File: src/rtl/uart_pkg.sv
// Shared UART definitions: FSM state encoding, parity modes and the parity helper
// used by both the receiver and the transmitter.
package uart_pkg;

  typedef enum logic [2:0] {
    ST_IDLE,
    ST_START,
    ST_DATA,
    ST_PARITY,
    ST_STOP,
    ST_DONE
  } state_t;

  localparam int PAR_NONE      = 0;
  localparam int PAR_EVEN      = 1;
  localparam int PAR_ODD       = 2;
  localparam int MAX_DATA_BITS = 9;

  // Returns the parity bit a transmitter would send for this data; unused bits must be 0.
  function automatic logic calc_parity(input logic [MAX_DATA_BITS-1:0] data, input int mode);
    if (mode == PAR_ODD)
      return ~(^data);
    else if (mode == PAR_EVEN)
      return ^data;
    else
      return 1'b0;
  endfunction

endpackage

File: src/rtl/uart_tick_gen.sv
// Clock divider producing a one-clk oversample tick, plus the oversample counter
// that advances on each tick; clear restarts both so ticks align to an edge.
module uart_tick_gen #(
  parameter int CLK_DIV    = 4,
  parameter int OVERSAMPLE = 16,
  parameter int OS_W       = $clog2(OVERSAMPLE)
) (
  input  logic            clk,
  input  logic            rst,
  input  logic            clear,
  output logic            tick,
  output logic [OS_W-1:0] os_cnt
);

  localparam int DIV_W = (CLK_DIV > 1) ? $clog2(CLK_DIV) : 1;

  logic [DIV_W-1:0] div_cnt;

  assign tick = (div_cnt == DIV_W'(CLK_DIV - 1));

  always_ff @(posedge clk or negedge rst) begin
    if (!rst) begin
      div_cnt <= '0;
      os_cnt  <= '0;
    end else if (clear) begin
      div_cnt <= '0;
      os_cnt  <= '0;
    end else if (tick) begin
      div_cnt <= '0;
      os_cnt  <= (os_cnt == OS_W'(OVERSAMPLE - 1)) ? '0 : os_cnt + 1'b1;
    end else begin
      div_cnt <= div_cnt + 1'b1;
    end
  end

endmodule

File: src/rtl/uart_rx_os.sv
// Oversampling UART receiver with configurable data/parity/stop format, start-bit
// validation, error flags and an output register held until read.
module uart_rx_os
  import uart_pkg::*;
#(
  parameter int DATA_BITS  = 8,
  parameter int PARITY     = 0,
  parameter int STOP_BITS  = 1,
  parameter int OVERSAMPLE = 16,
  parameter int CLK_DIV    = 4
) (
  input  logic                 clk,
  input  logic                 rst,
  input  logic                 en,
  input  logic                 rx,
  input  logic                 rd,
  output logic [DATA_BITS-1:0] dout,
  output logic                 rx_rdy,
  output logic                 d_rdy,
  output logic                 parity_err,
  output logic                 framing_err,
  output logic                 overrun_err
);

  localparam int BIT_W = $clog2(DATA_BITS + 1);
  localparam int OS_W  = $clog2(OVERSAMPLE);

  if (DATA_BITS < 5 || DATA_BITS > MAX_DATA_BITS || PARITY < PAR_NONE || PARITY > PAR_ODD ||
      STOP_BITS < 1 || STOP_BITS > 2 || OVERSAMPLE < 8 || (OVERSAMPLE % 2) != 0 ||
      CLK_DIV < 1) begin : g_param_check
    $error("uart_rx_os: illegal parameter combination");
  end

  logic [1:0]               sync_q;
  logic                     rxs;
  state_t                   state, state_nxt;
  logic                     tick, sample, cnt_clr;
  logic [OS_W-1:0]          os_cnt;
  logic [BIT_W-1:0]         bit_idx;
  logic                     stop_idx;
  logic [DATA_BITS-1:0]     shreg;
  logic [MAX_DATA_BITS-1:0] par_data;
  logic                     perr, ferr;

  // Resets to 1 so a reset never looks like a start bit.
  always_ff @(posedge clk or negedge rst) begin
    if (!rst) sync_q <= 2'b11;
    else      sync_q <= {sync_q[0], rx};
  end

  assign rxs = sync_q[1];

  uart_tick_gen #(
    .CLK_DIV    (CLK_DIV),
    .OVERSAMPLE (OVERSAMPLE),
    .OS_W       (OS_W)
  ) u_tick (
    .clk    (clk),
    .rst    (rst),
    .clear  (cnt_clr),
    .tick   (tick),
    .os_cnt (os_cnt)
  );

  // START samples half a bit in; clearing there puts every later sample mid-bit.
  always_comb begin
    sample = 1'b0;
    if (state == ST_START)
      sample = tick && (os_cnt == OS_W'(OVERSAMPLE / 2 - 1));
    else
      sample = tick && (os_cnt == OS_W'(OVERSAMPLE - 1));
  end

  always_ff @(posedge clk or negedge rst) begin
    if (!rst) state <= ST_IDLE;
    else      state <= state_nxt;
  end

  always_comb begin
    state_nxt = state;
    cnt_clr   = 1'b0;
    case (state)
      ST_IDLE: begin
        cnt_clr = 1'b1;
        if (en && !rxs) state_nxt = ST_START;
      end
      ST_START: begin
        if (sample) begin
          cnt_clr   = 1'b1;
          state_nxt = rxs ? ST_IDLE : ST_DATA;
        end
      end
      ST_DATA: begin
        if (sample && bit_idx == BIT_W'(DATA_BITS - 1))
          state_nxt = (PARITY != PAR_NONE) ? ST_PARITY : ST_STOP;
      end
      ST_PARITY: begin
        if (sample) state_nxt = ST_STOP;
      end
      ST_STOP: begin
        if (sample && stop_idx == 1'(STOP_BITS - 1)) state_nxt = ST_DONE;
      end
      ST_DONE:  state_nxt = ST_IDLE;
      default:  state_nxt = ST_IDLE;
    endcase
  end

  always_comb begin
    par_data                = '0;
    par_data[DATA_BITS-1:0] = shreg;
  end

  always_ff @(posedge clk or negedge rst) begin
    if (!rst) begin
      bit_idx  <= '0;
      stop_idx <= 1'b0;
      shreg    <= '0;
      perr     <= 1'b0;
      ferr     <= 1'b0;
    end else begin
      case (state)
        ST_IDLE, ST_START: begin
          bit_idx  <= '0;
          stop_idx <= 1'b0;
          perr     <= 1'b0;
          ferr     <= 1'b0;
        end
        ST_DATA: begin
          if (sample) begin
            shreg   <= {rxs, shreg[DATA_BITS-1:1]};
            bit_idx <= bit_idx + 1'b1;
          end
        end
        ST_PARITY: begin
          if (sample) perr <= (calc_parity(par_data, PARITY) != rxs);
        end
        ST_STOP: begin
          if (sample) begin
            ferr     <= ferr | ~rxs;
            stop_idx <= stop_idx + 1'b1;
          end
        end
        default: ;
      endcase
    end
  end

  // A completed frame always wins over a read in the same clk.
  always_ff @(posedge clk or negedge rst) begin
    if (!rst) begin
      dout        <= '0;
      d_rdy       <= 1'b0;
      parity_err  <= 1'b0;
      framing_err <= 1'b0;
      overrun_err <= 1'b0;
    end else if (state == ST_DONE) begin
      dout        <= shreg;
      parity_err  <= perr;
      framing_err <= ferr;
      overrun_err <= overrun_err | d_rdy;
      d_rdy       <= 1'b1;
    end else if (rd && d_rdy) begin
      d_rdy       <= 1'b0;
      overrun_err <= 1'b0;
    end
  end

  assign rx_rdy = (state == ST_IDLE);

endmodule

File: config.mk
export PLATFORM = sky130hd
export DESIGN_NAME = uart_rx_os
export DESIGN_NICKNAME = d
export VERILOG_FILES = /design/src/rtl/uart_pkg.sv /design/src/rtl/uart_tick_gen.sv /design/src/rtl/uart_rx_os.sv
export SDC_FILE = /design/constraint.sdc
export NUM_CORES = 1
export LEC_CHECK = 0
export BUFFER_PORTS_ARGS = -buffer_cell sky130_fd_sc_hd__buf_2
export CAP_MARGIN = 15
export CORE_MARGIN = 3
export CORE_UTILIZATION = 40
export DETAILED_ROUTE_END_ITERATION = 6
export PLACE_DENSITY = 0.64
export SLEW_MARGIN = 20
export SYNTH_ARGS = -nofsm -noshare
export SYNTH_HDL_FRONTEND = slang
export SYNTH_SLANG_ARGS = --single-unit
File: constraint.sdc
create_clock -name clk -period 1.7 [get_ports clk]
set_input_delay 0.17 -clock clk [delete_from_list [all_inputs] [get_ports clk]]
set_output_delay 0.17 -clock clk [all_outputs]
set_load 0.02 [all_outputs]
======== After elaboration in Yosys (flattened, before gate mapping) ========
Index checks and enable logic that the tools add are counted.
storage, ports and cells
  memories ................................ 0
  register bits after elaboration ......... 38
  memory bits (read-only) ................. 0
  memory bits (writable) .................. 0
  input bits .............................. 5
  word-level logic and storage cells ...... 86
  bits in latches ......................... 0
cells by class
  reductions and logical operators ........ 19
  bitwise gates (word level) .............. 4
  divide/modulo/power cells ............... 0
  order comparisons ....................... 0
  multiply operators ...................... 0
  muxes and demuxes ....................... 28
  shift-type cells ........................ 0
  equality and inequality tests ........... 17
  add/sub/neg operators ................... 4
operators by type and width
  operator                                               count
  2-to-1 mux 4 bit                                       4
  2-to-1 mux 3 bit                                       5
  one-hot mux 3 bit (5 select lines)                     1
  inequality test 2 bit, second input constant           6
  2-to-1 mux 1 bit                                       10
  nonzero test 2 bit                                     5
  adder 4 x 1 -> 4 bit, second input constant            2
  equality test 4 x 3 -> 1 bit, second input constant    2
  one-hot mux 1 bit (2 select lines)                     4
  one-hot mux 4 bit (2 select lines)                     1
  AND reduction 2 bit                                    4
  equality test 3 x 2 -> 1 bit, second input constant    2
  equality test 3 bit, second input constant             2
  logical AND 1 bit                                      6
  2-to-1 mux 2 bit                                       3
  AND reduction 5 bit                                    1
  equality test 4 bit, second input constant             1
  equality test 3 x 1 -> 1 bit, second input constant    1
  zero test 3 bit                                        1
  adder 2 x 1 -> 2 bit, second input constant            1
  equality test 2 bit, second input constant             1
  inequality test 2 x 1 -> 1 bit, second input constant  1
  NOT 1 bit                                              2
  OR 1 bit                                               2
  other kinds (4)                                        4

======== Depth between registers and ports, before layout ========
Gate-level depths: netlist of run 1.
  depth after elaboration ................. 8
  mapped depth ............................ 6

======== By module ========
Synthesis of run 1 repeated with hierarchy kept, for this count alone.
second synthesis, totals
  cells, all modules ...................... 142
  area total of the unflattened synthesis .. 1672.9 µm²
modules (own cells, without submodules)
  module         area an instance (µm²)  instances  cells each
  uart_rx_os     1407.6                  1          118
  uart_tick_gen  265.3                   1          24

======== Least setup slack after synthesis of run 1 ========
OpenSTA, ideal clock, no wires.
  kind .................................... reg-to-reg
  start ................................... register u_tick.div_cnt[0]
  end ..................................... register shreg[0]
  data required time ...................... 1.575 ns
  path buffers ............................ 2
  setup slack ............................. 0.004 ns
  clock period less this slack ............ 1.696 ns
  cell stages (with the launch flop) ...... 7
  data arrival time ....................... 1.572 ns
  cell sequence ........................... dfrtp_1 > ha_1 > buf_2 > and4_1 > buf_2 > nand2_1 > mux2_2
between the ends
  longest elaborated chain between the ends .. 4
RTL lines
  what                                         RTL line                            source
  start: declaration                           uart_tick_gen.sv:17                 logic [DIV_W-1:0] div_cnt;
  start signal: assignment                     uart_tick_gen.sv:32                 div_cnt <= div_cnt + 1'b1;
  equality test 2 bit (*)                      uart_tick_gen.sv:19                 assign tick = (div_cnt == DIV_W'(CLK_DIV - 1));
  logical AND 1 bit, on equally long branches  uart_rx_os.sv:71, uart_rx_os.sv:69
  2-to-1 mux 1 bit (*)                         uart_rx_os.sv:68                    if (state == ST_START)
  AND reduction 2 bit (no source line) (*)     n/a
  end signal: assignment                       uart_rx_os.sv:130                   shreg <= {rxs, shreg[DATA_BITS-1:1]};
  end: declaration                             uart_rx_os.sv:41                    logic [DATA_BITS-1:0] shreg;
Mark *: on every way between the ends. The rest lies on a longest branch, timed or not.
A chain may end at the register's enable or synchronous reset.

======== Final worst setup path of run 1 ========
  start ................................... register state[2]
  end ..................................... output port rx_rdy
between the ends
  longest elaborated chain between the ends .. 1
RTL lines
  what                      RTL line           source
  start: declaration        uart_rx_os.sv:36   state_t state, state_nxt;
  start signal: assignment  uart_rx_os.sv:76   else state <= state_nxt;
  zero test 3 bit           uart_rx_os.sv:168  assign rx_rdy = (state == ST_IDLE);
  end: declaration          uart_rx_os.sv:18   output logic rx_rdy,
Every way passes these cells.

==> summary.txt, run 1 <==
Clock tree
  • Root buf cell: clkbuf_8
  • Clk buf depth: 2
  • Clk slew on worst S/H paths: 0.08 ns
  • Htree depth: 2
  • Clk sink count: 38
  • Num CTS Buffers: 5
  • Skew-Pair Late Insertion Delay: 0.29 ns
  • Post-CTS setup repair buffer count: 0
  • CTS tree: done

Finish
  • Nets: 179
  • Layout Cells excl Fill: 220
  • Filler cells: 316
  • Share of layout cells above drive strength 1: 36.0%
  • Diode count: 0
  • Core Util, Final: 53.1%
  • Area of the multi-input gates: 667 µm²
  • Synth-to-Final Area Change: 21.7%
  • Design Area, Final: 0.00203 mm²
  • FF/Latch Area: 956 µm²

Timing
  • Min Clock Period, post-route: 1.62 ns
  • Final Hold Fails: 0
  • RSZ-0062 raised after global routing: false
  • Maximum clock rate: 619 MHz
  • Final Cycle Share: 95.1%
  • Worst setup margin: 0.0832 ns
  • Slew HR: 68.8%
  • Final setup TNS: 0 ns
  • Final Skew: 0.00542 ns
  • Max Slew Vio Count: 0
  • Setup violations, final: 0
  • Worst slew pin tran: 0.466 ns

Route
  • Routed wire length: 2920 µm
  • Post-route antenna net violation count: 0
  • Met1 Wirelength: 1360 µm
  • Via-to-Cell Ratio: 5.30
  • Post-route DRC: 0
  • Met2 wire length: 1420 µm
  • Drt wl/cell: 13.3 µm
  • DR vias: 1166
  • DRT iter0 DRCs: 68
  • Max layer used: met4
  • Met3 WL post-DR: 88 µm
  • First-pass DRT Iterations: 4

Setup path
  • Worst setup SP type: flip-flop
  • Slowest stage delay, CP: 0.45 ns
  • Crit Path Max Fanout: 9
  • Setup crit end kind: primary output
  • Slowest CP cell: dfrtp_2
  • Worst path most repeated cell: buf_4
  • Critical Path RT: 1.53 ns
  • Setup CP Type: flip-flop to primary output
  • Crit path depth: 4
  • Crit-path cells: buf_4 > or2_4 > nor2_2 > buf_4
  • WP buf/inv: 2
  • Crit path DAT: 1.45 ns
  • Register-to-register setup slack: 0.15 ns
  • Crit path max-delay family: flip-flops
  • Worst r2r path cells: 3

Floorplan
  • IO Pins: 18
  • Die H: 70.6 µm
  • Die area: 0.00498 mm²
  • Initial Util: 43.6%
  • Die width: 70.6 µm
  • Core ar.: 0.00383 mm²
  • Site Rows: 22

Logic synthesis
  • Post-Syn Nets: 149
  • Register area share after synthesis: 57.1%
  • Synthesized area per cell: 11.8 µm²
  • Yosys cell types: 40
  • Post-synth EDFFs: 0
  • Syn Inst Count: 141
  • Ys flop type: dfrtp_1
  • FFs w/ async S/R, synth: 100%
  • Synthesized flop and latch total: 38
  • Warnings from Yosys: 0
  • Post-synthesis cell area: 0.00167 mm²

Flow run
  • Max_cap viols: 0

Power and ir drop
  • Power Density: 1100 mW/mm²
  • Fraction of power consumed by the clock network: 41.8%
  • Pleak: 1.02 nW
  • IR drop worst, VDD: 891 µV
  • Sw frac: 22.8%
  • P_int: 0.00173 W
  • Sequential share of power: 45.0%
  • Psw: 0.000510 W
  • Combinational share of power: 13.2%

Status
  • Status: finished clean

Placed design
  • DP Area: 0.00186 mm²
  • Post-detail-place hpwl: 2080 µm
  • Pre-CTS setup slack: 0.0742 ns
  • Placed instance count: 210
  • IO Port Bufs: 17
  • RePlAce Congestion: 0.764

Global routing
  • First-pass GRT wire length: 5620 µm
  • GRT overflow: 0
  • Vias in the first global route: 1282
  • Largest net degree at the start of global routing: 39
  • Initial antenna violation count: 0
  • All-Layer GR Usage: 13.8%

Worst hold path
  • HP Class: input port to flip-flop
  • Hold path cells: 2
==> metal layers <==
layer | global-route usage [%] | vias up
li1 | - | 561
met1 | 17.0 | 584
met5 | 0 | -
met3 | 3.27 | 5
met2 | 23.2 | 16
met4 | 6.26 | 0
==> cells by family after synthesis <==
group / synth area share (%)
compound gates: 8.17
xor+xnor: 0.525
fa+ha+maj: 2.25
buf+inv: 3.37
flops: 57.1
mux: 13.9
simple gates: 14.6
==> cells in the mapped netlist, types with 2 or more instances <==
cell,instances,share of area [%]
dfrtp_1,36,54
mux2_2,18,12
nand2_1,12,2.7
nor2_1,8,1.8
nand3_1,6,1.8
o21ai_0,5,1.5
a21oi_1,4,1.2
inv_1,4,0.90
o211ai_1,4,1.8
buf_2,3,0.90
ha_1,3,2.2
mux2i_1,3,1.8
nand4_1,3,1.1
a31oi_1,2,0.75
and3_1,2,0.75
dfstp_2,2,3.1
nor2b_1,2,0.75
nor3_1,2,0.60
==> final cells by class <==
type                            instances  area share (%)
Clock buffer                            6            4.07
Clock inverter                          2            2.96
Inverter                                4           0.739
Multi-Input combinational cell         92            32.8
Sequential cell                        38            47.1
Tap cell                               48            2.96
Timing Repair Buffer                   30            9.37
==> state kept, by name, summed over array words and instances, names as in the netlist <==
name            count
shreg               8
u_tick.os_cnt       4
bit_idx             4
d_rdy               1
parity_err          1
perr                1
sync_q              2
u_tick.div_cnt      2
framing_err         1
ferr                1
dout                8
stop_idx            1
overrun_err         1
state               3
==> final timing paths <==
kind,start,end
worst min register to register,sync_q[0],sync_q[1]
worst min-delay path,rd,d_rdy
max in group asynchronous,rst,sync_q[1]
worst max-delay path,state[2],rx_rdy
worst max register to register,state[2],bit_idx[3]
min in group asynchronous,rst,dout[0]
==> placed cells by master, fill, tap and decap left out, drive strengths merged, types with 3 or more instances in the layout <==
master,count
nand4,3
nand3,6
o21ai,5
inv,4
o211ai,4
buf,28
clkbuf,6
ha,3
mux2i,3
nand2,12
mux2,18
a21oi,4
nor2,8
dfrtp,36
==> power groups by stage <==
stage / logic [W] / clock network [W] / registers (W)
final: 0.000295 / 0.000936 / 0.00101
after global routing: 0.000346 / 0.000999 / 0.00102
after CTS: 0.000296 / 0.000956 / 0.00101
after detailed placement: 0.000290 / 0 / 0.00102
after global placement: 0.000278 / 0 / 0.00102
after floorplan: 0.000179 / 0 / 0.00102
==> repair_timing <==
item	4_1_cts	5_1_grt
endpoints found under the setup margin	1	3
endpoints found under the hold margin	37	0
hold buffers	2	0
resized for setup	2	4
==> metrics by stage <==
step / hold WS, ns / total power, W
2_1_floorplan: -0.126 / 0.00120
3_3_place_gp: 0.239 / 0.00130
3_5_place_dp: 0.250 / 0.00131
4_1_cts: 0.0926 / 0.00226
5_1_grt: 0.101 / 0.00236
6_report: 0.0919 / 0.00224
No activity file was read; power rests on OpenSTA's default activity.
==> inputs of run 2 (changes only) <==
PLACE_DENSITY = 0.62   (was 0.64)
clock period = 1.84 ns   (was 1.7 ns; I/O delays follow)
==> summary.txt, run 2 (same netlist as run 1, synthesis figures left out) <==
Power and ir drop
  • IR drop worst, VDD: 567 µV (-36%)
  • Sequential share of power: 50.0% (+5.0 points)
  • Total power: 0.00189 W (-15%)
  • Sw frac: 24.2% (+1.4 points)
  • Pleak: 0.983 nW (-3.8%)
  • P_int: 0.00143 W (-17%)
  • Power Density: 970 mW/mm² (-12%)
  • Combinational share of power: 12.5% (-0.7 points)
  • Psw: 0.000458 W (-10%)
  • Fraction of power consumed by the clock network: 37.5% (-4.3 points)

Clock tree
  • Skew-Pair Late Insertion Delay: 0.29 ns (about the same)
  • Num CTS Buffers: 5 (unchanged)
  • Root buf cell: clkbuf_8
  • Htree depth: 2 (unchanged)
  • Clk slew on worst S/H paths: 0.07 ns (about the same)
  • Quantity of gates resized following cts: 0 (-2)
  • CTS tree: done
  • Clk buf depth: 2 (unchanged)
  • Clk sink count: 38 (unchanged)

Setup path
  • Setup CP Type: flip-flop to primary output
  • Critical Path RT: 1.66 ns (+0.13 ns)
  • Crit path DAT: 1.54 ns (+0.09 ns)
  • Crit Path Max Fanout: 10 (+1)
  • Setup crit end kind: primary output
  • Worst setup SP type: flip-flop

Global routing
  • All-Layer GR Usage: 13.7% (-0.15 points)
  • Vias in the first global route: 1115 (-13%)
  • Initial antenna violation count: 0 (unchanged)
  • GRT overflow: 0 (unchanged)
  • First-pass GRT wire length: 5290 µm (-5.8%)
  • Largest net degree at the start of global routing: 39 (unchanged)

Route
  • DRT iter0 DRCs: 67 (-1.5%)
  • Drt wl/cell: 13.6 µm (+2.6%)
  • Via-to-Cell Ratio: 5.37 (+1.4%)
  • First-pass DRT Iterations: 4 (unchanged)
  • Post-route antenna net violation count: 0 (unchanged)
  • Post-route DRC: 0 (unchanged)
  • DR vias: 1150 (-1.4%)
  • Routed wire length: 2910 µm (-0.17%)

Floorplan
  • Die width: 70.6 µm (unchanged)
  • Die area: 0.00498 mm² (unchanged)
  • IO Pins: 18 (unchanged)
  • Site Rows: 22 (unchanged)
  • Die H: 70.6 µm (unchanged)
  • Initial Util: 43.6% (unchanged)
  • Core ar.: 0.00383 mm² (unchanged)

Finish
  • Synth-to-Final Area Change: 16.9%
  • Area of the multi-input gates: 659 µm² (-1.1%)
  • Commonest non-fill, non-tap cells in the layout: dfrtp_1 (36), mux2_2 (18), buf_2 (17), nand2_1 (12), nor2_1 (8)
  • Largest registers: dout x8, shreg x8
  • Filler cells: 336 (+6.3%)
  • Diode count: 0 (unchanged)
  • FF/Latch Area: 953 µm² (-0.26%)
  • Share of layout cells above drive strength 1: 31.3% (-4.7 points)
  • Most common cell after layout, fill and taps aside: dfrtp_1
  • Nets: 174 (-2.8%)

Timing
  • Final setup TNS: 0 ns (unchanged)
  • Worst slew pin tran: 0.488 ns (+0.0217 ns)
  • Final Hold Fails: 0 (unchanged)
  • Maximum clock rate: 581 MHz
  • Max Slew Vio Count: 0 (unchanged)
  • Min Clock Period, post-route: 1.72 ns
  • Final Cycle Share: 93.5%
  • Worst slack on hold paths: 0.0809 ns (-0.0110 ns)
  • Setup violations, final: 0 (unchanged)
  • RSZ-0062 raised after global routing: false
  • Final Skew: 0.00779 ns (+0.00236 ns)
  • Slew HR: 67.4% (-1.5 points)

Placed design
  • RePlAce Congestion: 0.825 (+8.0%)
  • Post-detail-place hpwl: 2060 µm (-0.80%)
  • IO Port Bufs: 17 (unchanged)

Flow run
  • Max_cap viols: 0 (unchanged)

Worst hold path
  • HP Class: input port to flip-flop

Status
  • Status: finished clean
[run 2: what timing repair did]
| item | CTS | global route |
|---|---|---|
| setup endpoints to repair | 0 | 1 |
| hold endpoints to repair | 37 | 0 |
| hold buffers | 2 | 0 |
| setup buffers | 0 | 1 |
[run 2: path summary, 6_finish.rpt]
path | startpoint | end | slack [ns] | cells after the start
min in group asynchronous | rst | d_rdy | 0.47 | 3
max in group asynchronous | rst | sync_q[0] | 1.02 | 3
max | state[2] | rx_rdy | 0.12 | 3
min | rd | d_rdy | 0.08 | 2
max reg2reg | u_tick.os_cnt[0] | shreg[5] | 0.14 | 4
min reg2reg | sync_q[0] | sync_q[1] | 0.36 | 0
[run 2: worst max-delay path, stage by stage (launching register included)]
cell	delay [ns]
dfrtp_1	0.49
or2_2	0.43
nor2_1	0.15
buf_2	0.19
[run 2: power by group through the flow]
stage | Sequential, W | Clock, W | Combinational, W
4_1_cts | 0.000944 | 0.000729 | 0.000243
3_3_place_gp | 0.000954 | 0 | 0.000225
6_report | 0.000946 | 0.000709 | 0.000237
2_1_floorplan | 0.000942 | 0 | 0.000166
5_1_grt | 0.000954 | 0.000774 | 0.000289
3_5_place_dp | 0.000960 | 0 | 0.000240
[run 2: per-layer routing]
layer  vias to the layer above  GRT usage [%]  wire [µm]
li1                        550              -          -
met1                       570           17.8       1340
met2                        26           19.8       1420
met3                         4           4.55        109
met4                         0           8.35         48
met5                         -              0          0
[run 2: layout make-up]
type,instances,area share (%)
Clock buffer,6,4.23
Clock inverter,1,1.54
Inverter,4,0.770
Multi-Input combinational cell,92,33.8
Sequential cell,38,48.9
Tap cell,48,3.08
Timing Repair Buffer,25,7.70
[run 2: stage by stage]
| step | utilization, % | cell area [µm²] | setup slack (ns) | instances |
|---|---|---|---|---|
| after global routing | 51.0 | 1950 | 0.0137 | 214 |
| after global placement | 47.3 | 1810 | 0.160 | 204 |
| after CTS | 50.8 | 1940 | 0.0558 | 213 |
| final | 51.0 | 1950 | 0.120 | 214 |
| after detailed placement | 47.3 | 1810 | 0.0748 | 204 |
| after floorplan | - | 1670 | 0.144 | 141 |
==> inputs of run 3 (changes only) <==
CORE_UTILIZATION = 37   (was 40)
PLACE_DENSITY = 0.59   (was 0.62)
SETUP_SLACK_MARGIN = 0.2   (was not set)
==> summary.txt, run 3 (same netlist as run 1, synthesis figures left out) <==
Status
  • Status: finished clean

Finish
  • Filler cells: 385 (+15%)
  • Design Area, Final: 0.00199 mm² (+2.1%)
  • Share of layout cells above drive strength 1: 35.9% (+4.6 points)
  • Diode count: 0 (unchanged)
  • Largest registers: dout x8, shreg x8
  • Synth-to-Final Area Change: 19.3%
  • Nets: 175 (+0.57%)
  • Commonest non-fill, non-tap cells in the layout: dfrtp_1 (33), mux2_2 (18), buf_2 (16), nand2_1 (10)
  • Most common cell after layout, fill and taps aside: dfrtp_1

Floorplan
  • Initial Util: 40.0% (-3.6 points)
  • Die area: 0.00535 mm² (+7.4%)
  • Site Rows: 23 (+4.5%)
  • Core ar.: 0.00417 mm² (+9.1%)
  • Die H: 73.2 µm (+3.6%)
  • Die width: 73.2 µm (+3.6%)
  • IO Pins: 18 (unchanged)

Timing
  • RSZ-0062 raised after global routing: true
  • Slew HR: 68.5% (+1.1 points)
  • Min Clock Period, post-route: 1.58 ns (-0.138 ns)
  • Worst slack on hold paths: 0.0767 ns (-0.00417 ns)
  • Setup violations, final: 0 (unchanged)
  • Max Slew Vio Count: 0 (unchanged)
  • Final Hold Fails: 0 (unchanged)
  • Final setup TNS: 0 ns (unchanged)
  • Maximum clock rate: 632 MHz (+8.7%)
  • Worst slew pin tran: 0.473 ns (-0.0150 ns)
  • Final Skew: 0.00323 ns (-0.00455 ns)
  • Final Cycle Share: 86.0% (-7.5 points)

Flow run
  • Max_cap viols: 0 (unchanged)

Global routing
  • Vias in the first global route: 1174 (+5.3%)
  • Initial antenna violation count: 0 (unchanged)
  • First-pass GRT wire length: 5550 µm (+4.8%)
  • GRT overflow: 0 (unchanged)
  • Largest net degree at the start of global routing: 39 (unchanged)
  • All-Layer GR Usage: 13.6% (-0.074 points)

Route
  • Met1 Wirelength: 1350 µm (+1.0%)
  • DR vias: 1151 (+0.087%)
  • Met3 WL post-DR: 146 µm (+34%)
  • Routed wire length: 3110 µm (+6.8%)
  • Via-to-Cell Ratio: 5.30 (-1.3%)
  • Max layer used: met4
  • Post-route antenna net violation count: 0 (unchanged)
  • DRT iter0 DRCs: 57 (-15%)
  • Drt wl/cell: 14.3 µm (+5.3%)
  • First-pass DRT Iterations: 4 (unchanged)
  • Post-route DRC: 0 (unchanged)
  • Met2 wire length: 1580 µm (+11%)

Clock tree
  • Skew-Pair Late Insertion Delay: 0.29 ns (about the same)
  • Num CTS Buffers: 5 (unchanged)
  • Root buf cell: clkbuf_8
  • Clk slew on worst S/H paths: 0.07 ns (about the same)
  • CTS tree: done
  • Htree depth: 2 (unchanged)
  • Clk sink count: 38 (unchanged)
  • Clk buf depth: 2 (unchanged)

Setup path
  • Setup crit end kind: flip-flop
  • Worst setup SP type: flip-flop
  • Crit path max-delay family: simple AND/OR/NAND/NOR gates
  • Worst r2r src: state[2]
  • Slowest CP cell: dfrtp_2
  • Crit Path Max Fanout: 10 (unchanged)
  • Crit-path cells: or3b_4 > or4_1 > a21boi_1
  • WP buf/inv: 0 (-1)
  • Setup CP Type: flip-flop to flip-flop
  • Crit path DAT: 1.80 ns (+0.26 ns)
  • Critical Path RT: 2.06 ns (+0.40 ns)
  • Slowest stage delay, CP: 0.47 ns (-0.02 ns)
  • Crit. Startpoint: state[2]

Power and ir drop
  • Pleak: 0.986 nW (+0.32%)
  • Power Density: 969 mW/mm² (about the same)
  • IR drop worst, VDD: 629 µV (+11%)

Placed design
  • RePlAce Congestion: 0.835 (+1.2%)
  • Post-detail-place hpwl: 2160 µm (+5.0%)
  • IO Port Bufs: 17 (unchanged)
  • DP Area: 0.00182 mm² (+0.69%)

Worst hold path
  • HP Class: input port to flip-flop
  • Hold Startpoint: rd
run 3: routing by layer:
| layer | vias to the layer above | GRT usage (%) |
|---|---|---|
| met3 | 5 | 4.68 |
| met2 | 28 | 22.3 |
| li1 | 553 | - |
| met1 | 565 | 16.2 |
| met4 | 0 | 5.53 |
| met5 | - | 0 |
run 3: worst paths after layout:
check,endpoint,slack [ns],depth (start not counted)
worst min register to register,sync_q[1],0.36,0
worst max-delay path,bit_idx[3],0.26,3
max in group asynchronous,u_tick.os_cnt[0],1.01,3
worst min-delay path,d_rdy,0.08,2
worst max register to register,bit_idx[3],0.26,3
min in group asynchronous,dout[2],0.47,3
run 3: area by class of cell:
| class | count | area [µm²] | area share (%) |
|---|---|---|---|
| Sequential cell | 38 | 957 | 48.1 |
| Clock buffer | 6 | 82.6 | 4.15 |
| Inverter | 4 | 15.0 | 0.754 |
| Tap cell | 50 | 62.6 | 3.14 |
| Multi-Input combinational cell | 92 | 684 | 34.4 |
| Clock inverter | 1 | 30.0 | 1.51 |
| Timing Repair Buffer | 26 | 160 | 8.04 |
run 3: repair_timing:
item,4_1_cts,5_1_grt
cloned,0,0
buffers inserted,1,0
setup endpoints to repair,9,22
resized for setup,2,7
pin swaps,1,0
endpoints found under the hold margin,37,0
hold buffers,2,0
run 3: per-stage QoR:
stage / total power, W / instances / setup WS [ns] / utilization (%)
finish: 0.00193 / 217 / 0.257 / 47.7
global route: 0.00204 / 217 / 0.177 / 47.7
CTS: 0.00193 / 217 / 0.216 / 47.2
detailed placement: 0.00121 / 207 / 0.173 / 43.7
global placement: 0.00118 / 207 / 0.219 / 43.7
floorplan: 0.00111 / 141 / 0.221 / -
run 3: power breakdown:
group          internal [W]  leakage, nW  switching (W)
clock              0.000433       0.0573       0.000281
sequential         0.000893        0.508      0.0000585
combinational      0.000123        0.421       0.000141
